$ cat config.mk
export PLATFORM = sky130hd
export DESIGN_NAME = elevator_scheduler_flat
export DESIGN_NICKNAME = d
export VERILOG_FILES = /design/src/rtl/elevator_scheduler_if.sv /design/src/rtl/elevator_scheduler.sv /design/src/flat_wrapper.sv
export SDC_FILE = /design/constraint.sdc
export NUM_CORES = 1
export LEC_CHECK = 0
export ABC_AREA = 1
export BUFFER_PORTS_ARGS = -buffer_cell sky130_fd_sc_hd__buf_2
export CELL_PAD_IN_SITES_DETAIL_PLACEMENT = 1
export CELL_PAD_IN_SITES_GLOBAL_PLACEMENT = 2
export CORE_UTILIZATION = 28
export CTS_CLUSTER_SIZE = 24
export DETAILED_ROUTE_END_ITERATION = 8
export MAX_ROUTING_LAYER = met4
export PLACE_DENSITY = 0.79
export REMOVE_ABC_BUFFERS = 1
export SLEW_MARGIN = 20
export SYNTH_ARGS = -nofsm -noshare
export SYNTH_HDL_FRONTEND = slang
export SYNTH_SLANG_ARGS = --single-unit
$ cat constraint.sdc
create_clock -name clk -period 1.3 [get_ports clk]
set_input_delay 0.13 -clock clk [delete_from_list [all_inputs] [get_ports clk]]
set_output_delay 0.13 -clock clk [all_outputs]
set_load 0.01 [all_outputs]
$ cat src/rtl/elevator_scheduler_if.sv
// elevator_scheduler_if: button, movement-handshake and status bundle
// between the elevator environment and the request scheduler.
interface elevator_scheduler_if;
   logic       button1;
   logic       button2;
   logic       button3;
   logic [1:0] floor;
   logic       arrived;
   logic       sos_mode;
   logic       weight_limit_exceeded;
   logic       led1;
   logic       led2;
   logic       led3;
   logic [1:0] goal_floor;
   logic       go;
   logic       door_open;
   logic       dir_up;
   logic       busy;

   modport master (
      output button1, button2, button3, floor, arrived,
      output sos_mode, weight_limit_exceeded,
      input  led1, led2, led3, goal_floor, go, door_open, dir_up, busy
   );

   modport slave (
      input  button1, button2, button3, floor, arrived,
      input  sos_mode, weight_limit_exceeded,
      output led1, led2, led3, goal_floor, go, door_open, dir_up, busy
   );
endinterface

$ cat src/rtl/elevator_scheduler.sv
// elevator_scheduler: SCAN request scheduler and door sequencer, 3 floors.
// Define SCHED_SOS_RECALL_EN to turn the sos freeze into a recall to floor 1.
module elevator_scheduler #(
   parameter logic [7:0] DOOR_TICKS = 8'd8
) (
   input logic                 clk,
   input logic                 button_reset_n,
   elevator_scheduler_if.slave bus
);
   localparam logic [1:0] labelF1 = 2'b00;
   localparam logic [1:0] labelF2 = 2'b01;
   localparam logic [1:0] labelF3 = 2'b10;

   localparam logic [2:0] IDLE     = 3'd0;
   localparam logic [2:0] DISPATCH = 3'd1;
   localparam logic [2:0] TRAVEL   = 3'd2;
   localparam logic [2:0] DOOR     = 3'd3;
   localparam logic [2:0] HOLD     = 3'd4;

   logic [2:0] state;
   logic [2:0] req, btn_q, btn, rise;
   logic [2:0] here, above, below;
   logic [1:0] goal, up_goal, dn_goal, sel_goal;
   logic       go, door_open, dir_up;
   logic       new_dir, at_goal, far_end;
   logic [7:0] cnt;

   assign btn  = {bus.button3, bus.button2, bus.button1};
   assign rise = btn & ~btn_q;

   assign here = {bus.floor == labelF3,
                  bus.floor == labelF2,
                  bus.floor == labelF1};

   assign above = req & {bus.floor < labelF3,
                         bus.floor < labelF2, 1'b0};
   assign below = req & {1'b0, bus.floor > labelF2,
                         bus.floor > labelF1};

   assign up_goal  = above[1] ? labelF2 : labelF3;
   assign dn_goal  = below[1] ? labelF2 : labelF1;
   assign new_dir  = dir_up ? |above : ~|below;
   assign sel_goal = new_dir ? up_goal : dn_goal;

   assign at_goal = bus.arrived && bus.floor == goal;
   // still parked at one end while heading to the other
   assign far_end = (bus.floor == labelF1 && goal == labelF3) ||
                    (bus.floor == labelF3 && goal == labelF1);

   always_ff @(posedge clk or negedge button_reset_n) begin
      if (!button_reset_n) begin
         state     <= IDLE;
         req       <= '0;
         btn_q     <= '0;
         goal      <= labelF1;
         go        <= 1'b0;
         door_open <= 1'b0;
         dir_up    <= 1'b1;
         cnt       <= '0;
      end else begin
         btn_q <= btn;
         if (bus.sos_mode) begin
            if (state != HOLD) begin
               state <= HOLD;
`ifdef SCHED_SOS_RECALL_EN
               req       <= '0;
               goal      <= labelF1;
               go        <= bus.floor != labelF1;
               door_open <= bus.floor == labelF1;
`else
               go <= 1'b0;
`endif
            end
`ifdef SCHED_SOS_RECALL_EN
            else if (go && at_goal) begin
               go        <= 1'b0;
               door_open <= 1'b1;
            end
`endif
         end else begin
            unique case (state)
               IDLE: begin
                  req <= (req | rise) & ~here;
                  // a call at the standing floor just opens the door
                  if (|((rise | req) & here)) begin
                     door_open <= 1'b1;
                     cnt       <= DOOR_TICKS;
                     state     <= DOOR;
                  end else if (|req && !bus.weight_limit_exceeded) begin
                     dir_up <= new_dir;
                     goal   <= sel_goal;
                     state  <= DISPATCH;
                  end
               end
               DISPATCH: begin
                  req   <= req | rise;
                  go    <= 1'b1;
                  state <= TRAVEL;
               end
               TRAVEL: begin
                  if (at_goal) begin
                     req       <= (req | rise) & ~here;
                     go        <= 1'b0;
                     door_open <= 1'b1;
                     cnt       <= DOOR_TICKS;
                     state     <= DOOR;
                  end else begin
                     req <= req | rise;
                     if (rise[1] && !req[1] && far_end)
                        goal <= labelF2;
                  end
               end
               DOOR: begin
                  req <= req | (rise & ~here);
                  if (bus.weight_limit_exceeded || |(rise & here)) begin
                     cnt <= DOOR_TICKS;
                  end else if (cnt == 8'd1) begin
                     cnt       <= '0;
                     door_open <= 1'b0;
                     state     <= IDLE;
                  end else begin
                     cnt <= cnt - 8'd1;
                  end
               end
               HOLD: begin
                  go <= 1'b0;
                  if (door_open) begin
                     cnt   <= DOOR_TICKS;
                     state <= DOOR;
                  end else begin
                     state <= IDLE;
                  end
               end
               default: state <= IDLE;
            endcase
         end
      end
   end

   assign bus.led1       = req[0];
   assign bus.led2       = req[1];
   assign bus.led3       = req[2];
   assign bus.goal_floor = goal;
   assign bus.go         = go;
   assign bus.door_open  = door_open;
   assign bus.dir_up     = dir_up;
   assign bus.busy       = state != IDLE;
endmodule

$ cat src/flat_wrapper.sv
// flat-port wrapper written by rule: the top's interface ports become plain ports
module elevator_scheduler_flat 
#(
   parameter logic [7:0] DOOR_TICKS = 8'd8
)
  (clk, button_reset_n, bus_button1, bus_button2, bus_button3, bus_floor, bus_arrived, bus_sos_mode, bus_weight_limit_exceeded, bus_led1, bus_led2, bus_led3, bus_goal_floor, bus_go, bus_door_open, bus_dir_up, bus_busy);
  elevator_scheduler_if bus_i ();
  input logic clk;
  input logic button_reset_n;
  input wire logic [$bits(bus_i.button1)-1:0] bus_button1;
  input wire logic [$bits(bus_i.button2)-1:0] bus_button2;
  input wire logic [$bits(bus_i.button3)-1:0] bus_button3;
  input wire logic [$bits(bus_i.floor)-1:0] bus_floor;
  input wire logic [$bits(bus_i.arrived)-1:0] bus_arrived;
  input wire logic [$bits(bus_i.sos_mode)-1:0] bus_sos_mode;
  input wire logic [$bits(bus_i.weight_limit_exceeded)-1:0] bus_weight_limit_exceeded;
  output wire logic [$bits(bus_i.led1)-1:0] bus_led1;
  output wire logic [$bits(bus_i.led2)-1:0] bus_led2;
  output wire logic [$bits(bus_i.led3)-1:0] bus_led3;
  output wire logic [$bits(bus_i.goal_floor)-1:0] bus_goal_floor;
  output wire logic [$bits(bus_i.go)-1:0] bus_go;
  output wire logic [$bits(bus_i.door_open)-1:0] bus_door_open;
  output wire logic [$bits(bus_i.dir_up)-1:0] bus_dir_up;
  output wire logic [$bits(bus_i.busy)-1:0] bus_busy;
  assign bus_i.button1 = bus_button1;
  assign bus_i.button2 = bus_button2;
  assign bus_i.button3 = bus_button3;
  assign bus_i.floor = bus_floor;
  assign bus_i.arrived = bus_arrived;
  assign bus_i.sos_mode = bus_sos_mode;
  assign bus_i.weight_limit_exceeded = bus_weight_limit_exceeded;
  assign bus_led1 = bus_i.led1;
  assign bus_led2 = bus_i.led2;
  assign bus_led3 = bus_i.led3;
  assign bus_goal_floor = bus_i.goal_floor;
  assign bus_go = bus_i.go;
  assign bus_door_open = bus_i.door_open;
  assign bus_dir_up = bus_i.dir_up;
  assign bus_busy = bus_i.busy;
  elevator_scheduler #(.DOOR_TICKS(DOOR_TICKS)) u_core (.clk(clk), .button_reset_n(button_reset_n), .bus(bus_i));
endmodule
Yosys cells after proc, flatten, opt, wreduce, memory -nomap -nowiden
Cells that the tools add are included.
{"block": "classes", "n_addsub": 1, "magnitude_cmp": 4, "eq_ne": 24, "muxes": 35, "n_bitwise": 13, "reduce_logical": 32}
{"op": "2-to-1 mux 8 bit", "count": 5}
{"op": "case mux 8 bit (4 select lines)", "count": 1}
{"op": "2-to-1 mux 3 bit", "count": 8}
{"op": "AND 3 bit", "count": 6}
{"op": "case mux 3 bit (5 select lines)", "count": 1}
{"op": "OR reduction 3 bit", "count": 5}
{"op": "2-to-1 mux 2 bit", "count": 7}
{"op": "inequality test 2 x 1 -> 1 bit, second input constant", "count": 7}
{"op": "case mux 3 bit (4 select lines)", "count": 1}
{"op": "AND reduction 6 bit", "count": 2}
{"op": "nonzero test 4 bit", "count": 3}
{"op": "AND reduction 5 bit", "count": 2}
{"op": "2-to-1 mux 1 bit", "count": 9}
{"op": "== test 8 x 1 -> 1 bit, second input constant", "count": 1}
{"op": "subtractor 8 x 1 -> 8 bit, second input constant", "count": 1}
{"op": "== test 3 x 2 -> 1 bit, second input constant", "count": 2}
{"op": "logical AND 1 bit", "count": 6}
{"op": "inequality test 2 bit, second input constant", "count": 3}
{"op": "inequality test 3 x 2 -> 1 bit, second input constant", "count": 2}
{"op": "inequality test 3 bit, second input constant", "count": 2}
{"op": "inverter 3 bit", "count": 2}
{"op": "bitwise OR 3 bit", "count": 2}
{"op": "case mux 1 bit (3 select lines)", "count": 2}
{"op": "nonzero test 3 bit", "count": 2}
{"op": "20 further kinds", "count": 27}
{"block": "totals", "register_bits": 22, "in_bits": 10}

Depth between registers and ports, before layout
Gate-level depths: netlist of the first run.
{"block": "depth", "word_depth": 9, "mapped_depth": 11, "depth_no_buf": 11}

Worst setup path after synthesis of the first run
Ideal clock, no wire load.
{"block": "synth_timing", "kind": "register to register", "startpoint": "register u_core.state[0]", "endpoint": "register u_core.cnt[3]", "arrival_ns": 1.221, "setup_slack_ns": -0.039, "stages_incl_launch_ff": 10, "path_buffers": 1, "synth_period_minus_slack_ns": 1.339, "path_cell_list": "dfrtp_1 nor2_2 nand2_2 inv_2 nand4_1 nand2_2 nor2_4 buf_6 nand2_1 o21ai_2"}
{"block": "synth_between", "elab_chain_len": 3}
{"element": "start, declared", "line": "elevator_scheduler.sv:20", "text": "logic [2:0] state;"}
{"element": "start signal, assigned", "line": "elevator_scheduler.sv:52", "text": "state <= IDLE;"}
{"element": "start signal, assigned", "line": "elevator_scheduler.sv:64", "text": "state <= HOLD;"}
{"element": "start signal, assigned", "line": "elevator_scheduler.sv:88", "text": "state <= DOOR;"}
{"element": "== test 3 bit (tied with other cells)", "line": "elevator_scheduler.sv:81", "text": "unique case (state)"}
{"element": "inequality test 2 x 1 -> 1 bit (no line) / nonzero test 4 bit (equally long branches)"}
{"element": "AND reduction 5 bit (no line)"}
{"element": "end signal, assigned", "line": "elevator_scheduler.sv:122", "text": "cnt <= cnt - 8'd1;"}
{"element": "end, declared", "line": "elevator_scheduler.sv:26", "text": "logic [7:0] cnt;"}
Parallel ways exist; a longest one is shown, timed or not.
A chain may end at the register's enable or synchronous reset.

Worst setup path in the final report of the first run
{"block": "layout_timing", "startpoint": "register u_core.btn_q[0]", "endpoint": "register u_core.cnt[6]"}
{"block": "layout_between", "elab_chain_len": 7}
{"element": "start, declared", "line": "elevator_scheduler.sv:21", "text": "logic [2:0] req, btn_q, btn, rise;"}
{"element": "start signal, assigned", "line": "elevator_scheduler.sv:61", "text": "btn_q <= btn;"}
{"element": "inverter 3 bit (*)", "line": "elevator_scheduler.sv:29", "text": "assign rise = btn & ~btn_q;"}
{"element": "AND 3 bit (*)", "line": "elevator_scheduler.sv:29"}
{"element": "bitwise OR 3 bit / AND 3 bit (equally long branches)", "line": "elevator_scheduler.sv:85, elevator_scheduler.sv:115"}
{"element": "AND 3 bit / OR reduction 3 bit (equally long branches)", "line": "elevator_scheduler.sv:85, elevator_scheduler.sv:115"}
{"element": "OR reduction 3 bit / logical OR 1 bit (equally long branches)", "line": "elevator_scheduler.sv:85, elevator_scheduler.sv:115"}
{"element": "inequality test 2 x 1 -> 1 bit (no line) / 2-to-1 mux 8 bit (equally long branches)"}
{"element": "AND reduction 5 bit (no line) / case mux 8 bit (4 select lines) (equally long branches)"}
Mark *: on every way between the ends. The rest lies on a longest branch, timed or not.

==> results.toml, run 1 <==
[timing]
finalSetupTns_ns = -1.64
slew_headroom_pct = 62.4
worst_pin_slew_ns = 0.565
fin_crit_ns = 1.46
fmax_ghz = 0.685
setup_viol_count_final = 17
fin_hold_ws_ns = 0.118
finalHoldViolations = 0
setup_ws_ns = -0.161
drv_slew = 0
rsz0062_at_grt = "yes"
finalClockSkew_ns = 0.00243
min_period_over_period_pct = 112

[global_route]
globalRouteOverflowTotal = 0
grt_pass1_wl_um = 9380
antenna_found_initial = 0
grt_max_degree = 23
grtUsageTotal_pct = 20.1
grt_pass1_vias = 2010

[synth]
synthDistinctLibCells = 28
synth_cells = 260
yosys.area.top_type = "dfrtp_1"
yosysTopAreaCellShare_pct = 31.8
yosys_warnings = 0
synth_area_um2 = 1650
syn_area_per_cell_um2 = 6.36
yosysSeqAreaShare_pct = 33.4
synth.top_cells.by_area = "dfrtp_1, nand2_1, nor2_1, nand3_1, inv_1"
ys_ff_latch = 22

[detailed_routing]
vias = 1900
drt-initial-drc-count = 70
first_pass_iters = 4
drc = 0
wl_um = 5810
ant_nets = 0
vias_per_cell = 4.61
wl_per_cell_um = 14.1

[power_and_ir_drop]
combPwrFrac_pct = 61.5
swShare_pct = 42.6
intPower_mw = 2.18
powerDensity_nw_per_um2 = 1470
leakagePower_nw = 1.33
ir_drop_mv = 0.610
pwr-share-seq_pct = 26.2
p_switching_mw = 1.62
p_clk_share_pct = 12.3

[cts]
root_buffer = "clkbuf_8"
clock_path_buffers = 2
cts_tree = "done"
numCtsBuffers = 3
clk_latency_ns = 0.27
clk_pin_slew_ns = 0.09
htree_num_levels = 1
cts_sinks = 22

[placement]
portBuffers = 18
place_congestion = 0.879
pre_cts_slack_ns = -0.253
hpwl_um = 4380

[setup_path]
critPathLaunchType = "register"
cp.required_ns = 1.47
path_class = "reg2reg"
crit_path_max_fanout = 5
r2r_cells = 9
ff2ff_setup_slack_ns = -0.16
end_kind = "register"
arrival_ns = 1.63

[layout]
layout_commonest_cell = "nand2_1"
area_growth_pct = 55.8
nNetsFinal = 353
antenna_cells = 0
layout_common_cells = "nand2_1, buf_4, inv_1"
layout-drive-gt1-share_pct = 47.9

[die]
floorplan.initialDensity_pct = 29.5
coreArea_um2 = 5610
die_y_um = 78.9
dieArea_um2 = 6220
pin_count = 19
die_w_um = 78.9
row_count = 27

[hold_path]
holdPathStages = 1
min_path_type = "in2reg"

[status]
status = "finished with violations"
violations = "setup timing"

[flow_run]
drv_cap = 0
## power by group through the flow
stage / Combinational [mW] / Clock (mW) / Sequential [mW]
final: 2.33 / 0.468 / 0.996
after global routing: 2.55 / 0.510 / 1.02
after global placement: 1.86 / 0 / 0.975
after detailed placement: 1.90 / 0 / 0.988
after CTS: 2.10 / 0.485 / 0.986
after floorplan: 0.938 / 0 / 1.03
## cell usage after synthesis (all sizes together)
| cell | instances |
|---|---|
| clkbuf | 1 |
| nand3 | 26 |
| a2bb2oi | 1 |
| nand4 | 5 |
| a21oi | 9 |
| xnor2 | 1 |
| o21ai | 14 |
| xor2 | 1 |
| nor3 | 6 |
| nand2 | 85 |
| buf | 2 |
| dfrtp | 21 |
| inv | 41 |
| o21bai | 1 |
| dfstp | 1 |
| and2 | 1 |
| nor2 | 42 |
| ha | 2 |
## area by class of cell
class	count	area [µm²]
repair buffers	79	602
multi-input cells	194	1120
flip-flops and latches	22	557
well taps	72	90.1
fillers	741	3030
clock buffers	4	45.0
inverters	41	159
## critical path, cell delays in order, from the launching register on
cell       delay [ns]
dfrtp_1          0.39
inv_1            0.06
nand2_1          0.06
nand2_1          0.08
nand2_1          0.11
nand4_1          0.16
nand2_4          0.07
nor2_4           0.18
clkbuf_16        0.19
o21ai_2          0.05
## stage by stage
step                total power [mW]  std cells  area, µm²  utilization (%)
floorplan                       1.97        257       1630                -
global placement                2.84        395       2190             39.0
detailed placement              2.89        395       2190             39.0
CTS                             3.57        409       2420             43.2
global route                    4.08        412       2580             46.0
finish                          3.80        412       2580             46.0
## worst paths after layout
check	end	start
worst max-delay path	u_core.cnt[6]	u_core.btn_q[0]
worst min-delay path	u_core.state[2]	bus_sos_mode
worst max register to register	u_core.cnt[6]	u_core.btn_q[0]
worst min register to register	u_core.bus.dir_up	u_core.bus.dir_up
max in group asynchronous	u_core.state[0]	button_reset_n
min in group asynchronous	u_core.bus.goal_floor[0]	button_reset_n
## sequential cells by signal, summed over array words and instances, names as in the netlist
signal	cells
u_core.bus.dir_up	1
u_core.req	3
u_core.cnt	8
u_core.bus.go	1
u_core.state	3
u_core.bus.door_open	1
u_core.bus.goal_floor	2
u_core.btn_q	3
## layer usage
layer / GRT usage [%] / wire [µm] / up-vias
met5: - / 0 / -
met2: 36.3 / 2980 / 24
met3: 3.22 / 172 / 2
li1: - / - / 969
met1: 24.2 / 2630 / 905
met4: 2.18 / 19 / 0
## logic make-up after synthesis
kind of cell             Yosys count  synth area share [%]
flip-flops                        22                  33.4
XOR/XNOR                           2                  1.06
AND/OR/NAND/NOR                  165                  44.5
AO/OA/AOI/OAI                     25                  9.08
buffers and inverters             44                  10.5
adder cells (fa/ha/maj)            2                  1.51
## what timing repair did
action                                 4_1_cts  5_1_grt
endpoints found under the hold margin       24        0
gates resized for setup                     36       38
pin swaps                                   18       14
setup buffers                                6        2
setup endpoints to repair                   18       19
hold buffers                                 4        0
cloned                                       0        1
Power figures use the tool's default switching activity.
==> run 2: changes to the inputs <==
- ABC_AREA: 1 -> default
- CORE_UTILIZATION: 28 -> 32
==> run 2 against run 1 <==
  * The run ends with hold timing, setup timing left
  * Largest power group unchanged
  * Maximum frequency fell by 25%
  * Global-route usage increased by 3.4 points
  * Non-clock buffer count up 20
==> results.toml, run 2 <==
[layout]
layout-drive-gt1-share_pct = 60.6
layout_common_cells = "buf_4, dfrtp_1, buf_2"
antenna_cells = 0
layout_commonest_cell = "buf_4"
final_core_util_pct = 59.5
area_growth_pct = 77.7
nNetsFinal = 264
largest_reg_flops = 8
largest-register = "u_core.cnt"

[global_route]
grt_max_degree = 23
antenna_found_initial = 0
grt_pass1_wl_um = 8780
globalRouteOverflowTotal = 0
grt_pass1_vias = 1867
grtUsageTotal_pct = 23.5

[setup_path]
critPathLaunchType = "register"
crit_path_max_fanout = 2
timing.rr.start = "u_core.btn_q[1]"
end_kind = "register"
path_cells = "nor2b_2 > o21ba_4 > o21a_4 > or4b_4 > o31ai_4 > buf_4 > mux2i_1"
crit_start = "u_core.btn_q[1]"
cp.required_ns = 1.48
slowest_stage = "or4b_4"
slowest_delay_ns = 0.50
ff2ff_setup_slack_ns = -0.64
path_class = "reg2reg"
arrival_ns = 2.12

[status]
status = "finished with violations"
violations = "hold timing, setup timing"

[timing]
setup_ws_ns = -0.639
rsz0062_at_grt = "yes"
worst_pin_slew_ns = 0.555
finalHoldViolations = 1
finalClockSkew_ns = 0.0149
drv_slew = 0
slew_headroom_pct = 63.0
min_period_over_period_pct = 149
fin_hold_ws_ns = -0.00363
fmax_ghz = 0.516
setup_viol_count_final = 19
fin_crit_ns = 1.94

[synth]
yosysTopAreaCellShare_pct = 36.0
synthArstFlopShare_pct = 100
syn_area_per_cell_um2 = 9.41
synth_area_um2 = 1460
synth_edf_count = 0
yosys_warnings = 0
synthDistinctLibCells = 56
synth_top_flop_cell = "dfrtp_1"
yosysSeqAreaShare_pct = 37.8
synth.top_cells.by_area = "dfrtp_1, nor2_1, a21oi_1, a31oi_1, nand2_1"
yosysMostFrequentCell = "dfrtp_1"
synth_cells = 155
yosys.area.top_type = "dfrtp_1"
synth_commonest_cells = "dfrtp_1, nor2_1, nand2_1, a21oi_1, inv_1"
ys_ff_latch = 22

[flow_run]
drv_cap = 0

[detailed_routing]
first_pass_iters = 4
drt-initial-drc-count = 46
wl_um = 6040
drc = 0
ant_nets = 0
wl_per_cell_um = 19.9
vias_per_cell = 5.51
vias = 1669

[cts]
root_buffer = "clkbuf_8"
cts_tree = "done"
numCtsBuffers = 3
clk_latency_ns = 0.28
clk_pin_slew_ns = 0.10
clock_path_buffers = 2
cts_sinks = 22
htree_num_levels = 1

[power_and_ir_drop]
intPower_mw = 2.74
pwr-share-seq_pct = 22.9
swShare_pct = 41.7
p_switching_mw = 1.96
combPwrFrac_pct = 65.6
ir_drop_mv = 0.707
powerDensity_nw_per_um2 = 1810
p_clk_share_pct = 11.4
leakagePower_nw = 1.15

[die]
coreArea_um2 = 4350
floorplan.initialDensity_pct = 33.5
die_y_um = 69.5
pin_count = 19
die_w_um = 69.5
dieArea_um2 = 4830
row_count = 24

[hold_path]
min_path_type = "in2reg"
hp-start = "bus_button1"

[placement]
hpwl_um = 3720
portBuffers = 18
pre_cts_slack_ns = -0.577
place_congestion = 0.876
==> run 2: changes by cell type in the layout (fill, tap and decap cells not counted), sizes merged, moves of 3 or more <==
cell         before  now
nand2            85   12
inv              41   10
o21ai            14    7
buf              74   98
dlygate4sd3       4    1
nor2             42   15
nand2b            0    4
nand3            26    2
a31oi             0    9
o31ai             0    3
nand4             5    1
a211oi            0    3
a21o              0    3
==> run 2: routing by layer <==
layer  track usage (%)  share of wire, %  vias to the layer above
met5                 -                 0                        -
met4              7.94               3.2                        0
met3              2.47               2.1                       14
met2              42.8                55                       34
met1              26.7                40                      854
li1                  -                 -                      767
==> run 2: final timing paths <==
| kind | end | cells after the start |
|---|---|---|
| setup / recovery | u_core.bus.goal_floor[0] | 7 |
| hold / removal | u_core.btn_q[0] | 1 |
| setup reg to reg | u_core.bus.goal_floor[0] | 7 |
| hold reg to reg | u_core.bus.go | 1 |
| max in group asynchronous | u_core.bus.goal_floor[1] | 2 |
| min in group asynchronous | u_core.req[0] | 2 |
==> run 2: per-stage QoR <==
stage | TNS (ns) | total power [mW] | hold slack (ns) | instance area, µm² | std cells
2_1_floorplan | -4.87 | 2.06 | -0.166 | 1420 | 148
3_3_place_gp | -6.64 | 3.16 | 0.133 | 2070 | 283
3_5_place_dp | -7.90 | 3.26 | 0.143 | 2070 | 283
4_1_cts | -6.54 | 4.17 | 0.00223 | 2350 | 295
5_1_grt | -9.01 | 4.94 | -0.00682 | 2590 | 303
6_report | -7.71 | 4.70 | -0.00363 | 2590 | 303
==> run 2: layout make-up <==
class	instances	area, µm²
flip-flops and latches	22	553
repair buffers	99	764
clock buffers	4	55.1
well taps	52	65.1
inverters	11	41.3
fillers	504	1760
multi-input cells	115	1110
==> run 2: logic make-up after synthesis <==
family | synth area share (%)
AND/OR/NAND/NOR | 21.6
AO/OA/AOI/OAI | 26.9
flip-flops | 37.8
buffers and inverters | 5.75
multiplexers | 3.17
XOR/XNOR | 3.00
adder cells (fa/ha/maj) | 1.71
==> run 2: what timing repair did <==
item,4_1_cts,5_1_grt
hold endpoints to repair,21,0
pin swaps,14,22
buffers inserted,7,10
hold buffers,1,0
endpoints found under the setup margin,19,19
gates resized for setup,33,35
==> run 2: critical path: cells and delay by family, from the launching register on <==
| kind | cells | cell delay (ns) |
|---|---|---|
| AOI/OAI and AO/OA | 3 | 0.48 |
| buffers and inverters | 1 | 0.16 |
| DFF | 1 | 0.40 |
| muxes | 1 | 0.23 |
| and+or+nand+nor | 2 | 0.57 |
==> run 2: power groups by stage <==
stage	Sequential, mW	Combinational, mW	Clock (mW)
after floorplan	1.18	0.883	0
after global placement	1.03	2.14	0
after detailed placement	1.04	2.22	0
after CTS	1.04	2.59	0.532
after global routing	1.10	3.28	0.568
final	1.08	3.08	0.537
==> run 3: changes to the inputs <==
- CORE_UTILIZATION: 32 -> 33
- CTS_BUF_LIST: default -> sky130_fd_sc_hd__clkbuf_4 sky130_fd_sc_hd__clkbuf_8
- PLACE_DENSITY: 0.79 -> 0.81
==> run 3 against run 2 <==
  * The run ends with setup timing left
  * Clock-buffer cell count unchanged
  * Maximum frequency up 0.98%
  * Final cell count down 1.7%
  * Via count up 2.8%
==> results.toml, run 3 (synthesis gave the netlist of run 2 again) <==
[global_route]
grt_pass1_vias = 1797
globalRouteOverflowTotal = 0
grt_pass1_wl_um = 9230
antenna_found_initial = 0
grt_max_degree = 23
grtUsageTotal_pct = 28.4

[flow_run]
drv_cap = 0

[layout]
largest_reg_flops = 8
final_core_util_pct = 62.1
layout-drive-gt1-share_pct = 59.7
layout_commonest_cell = "buf_4"
final_area_um2 = 2550
antenna_cells = 0
layout_common_cells = "buf_4, dfrtp_1, buf_2"
largest-register = "u_core.cnt"
nNetsFinal = 261
area_growth_pct = 75.1
final_cells = 298

[detailed_routing]
drc = 0
first_pass_iters = 4
vias_per_cell = 5.76
wl_met2_um = 3420
wl_met1_um = 2500
ant_nets = 0
wl_met3_um = 204
wl_per_cell_um = 21.6
wl_um = 6450
vias = 1715
drt-initial-drc-count = 96
top_layer = "met4"

[cts]
clock_path_buffers = 2
htree_num_levels = 1
numCtsBuffers = 3
clk_pin_slew_ns = 0.10
root_buffer = "clkbuf_8"
cts_tree = "done"
clk_latency_ns = 0.28
cts_sinks = 22

[placement]
place_congestion = 0.927
dp.cells = 279
hpwl_um = 3980
place_area_um2 = 2040
portBuffers = 18

[die]
pin_count = 19
dieArea_um2 = 4690
die_y_um = 68.5
die_w_um = 68.5
row_count = 23
coreArea_um2 = 4120
floorplan.initialDensity_pct = 35.5

[power_and_ir_drop]
leakagePower_nw = 1.15
ir_drop_mv = 1.04
powerDensity_nw_per_um2 = 1830

[setup_path]
r2r_cells = 6
worst-path-buf-inv = 0
slowest_delay_ns = 0.52
crit_cells = 6
path_class = "reg2reg"
crit_path_max_fanout = 2
crit_family = "simple AND/OR/NAND/NOR gates"
end_kind = "register"
path_cells = "nor2b_2 > o21ba_4 > o21a_4 > or4b_4 > o31ai_4 > mux2_4"
arrival_ns = 2.10
critPathLaunchType = "register"
slowest_stage = "or4b_4"
cp.required_ns = 1.48

[timing]
fin_crit_ns = 1.92
setup_viol_count_final = 19
setup_ws_ns = -0.621
fmax_ghz = 0.521
min_period_over_period_pct = 148
worst_pin_slew_ns = 0.561
finalHoldViolations = 0
slew_headroom_pct = 62.6
drv_slew = 0
finalClockSkew_ns = 0.00614
rsz0062_at_grt = "yes"

[hold_path]
holdPathStages = 1
min_path_type = "in2reg"

[status]
status = "finished with violations"
violations = "setup timing"
-- run 3: cell type report --
cell class / instances / area, µm²
clock buffers: 4 / 55.1
well taps: 50 / 62.6
flip-flops and latches: 22 / 552
inverters: 11 / 41.3
fillers: 463 / 1560
multi-input cells: 115 / 1120
repair buffers: 96 / 723
-- run 3: timing repair --
| action | 4_1_cts | 5_1_grt |
|---|---|---|
| setup buffers | 8 | 6 |
| hold endpoints to repair | 21 | 0 |
| pin swaps | 13 | 14 |
| hold buffers | 1 | 0 |
| gates resized for setup | 38 | 28 |
| setup endpoints to repair | 19 | 19 |
-- run 3: path summary, 6_finish.rpt --
check | from | end | slack (ns)
worst max-delay path | u_core.btn_q[1] | u_core.bus.goal_floor[1] | -0.62
worst min-delay path | bus_button3 | u_core.btn_q[2] | 0.01
worst max register to register | u_core.btn_q[1] | u_core.bus.goal_floor[1] | -0.62
worst min register to register | u_core.cnt[7] | u_core.cnt[7] | 0.50
max in group asynchronous | button_reset_n | u_core.cnt[2] | 0.57
min in group asynchronous | button_reset_n | u_core.state[0] | 0.36
-- run 3: power by group --
part	switching [mW]	leakage, nW	internal [mW]
Sequential	0.203	0.275	0.886
Combinational	1.51	0.842	1.50
Clock	0.293	0.0288	0.272
-- run 3: metrics by stage --
stage	setup slack (ns)	total power, mW	hold slack [ns]	setup TNS, ns
after CTS	-0.571	4.21	0.0201	-6.74
after global placement	-0.551	3.10	0.144	-6.74
final	-0.621	4.66	0.0123	-7.67
after global routing	-0.665	4.89	0.0114	-9.35
after floorplan	-0.622	2.06	-0.166	-4.87
after detailed placement	-0.616	3.26	0.153	-8.19
-- run 3: routing by layer --
layer	vias to the layer above	GRT usage, %
met2	66	53.1
met4	0	8.33
met3	30	3.78
met1	853	31.0
li1	766	-
met5	-	-
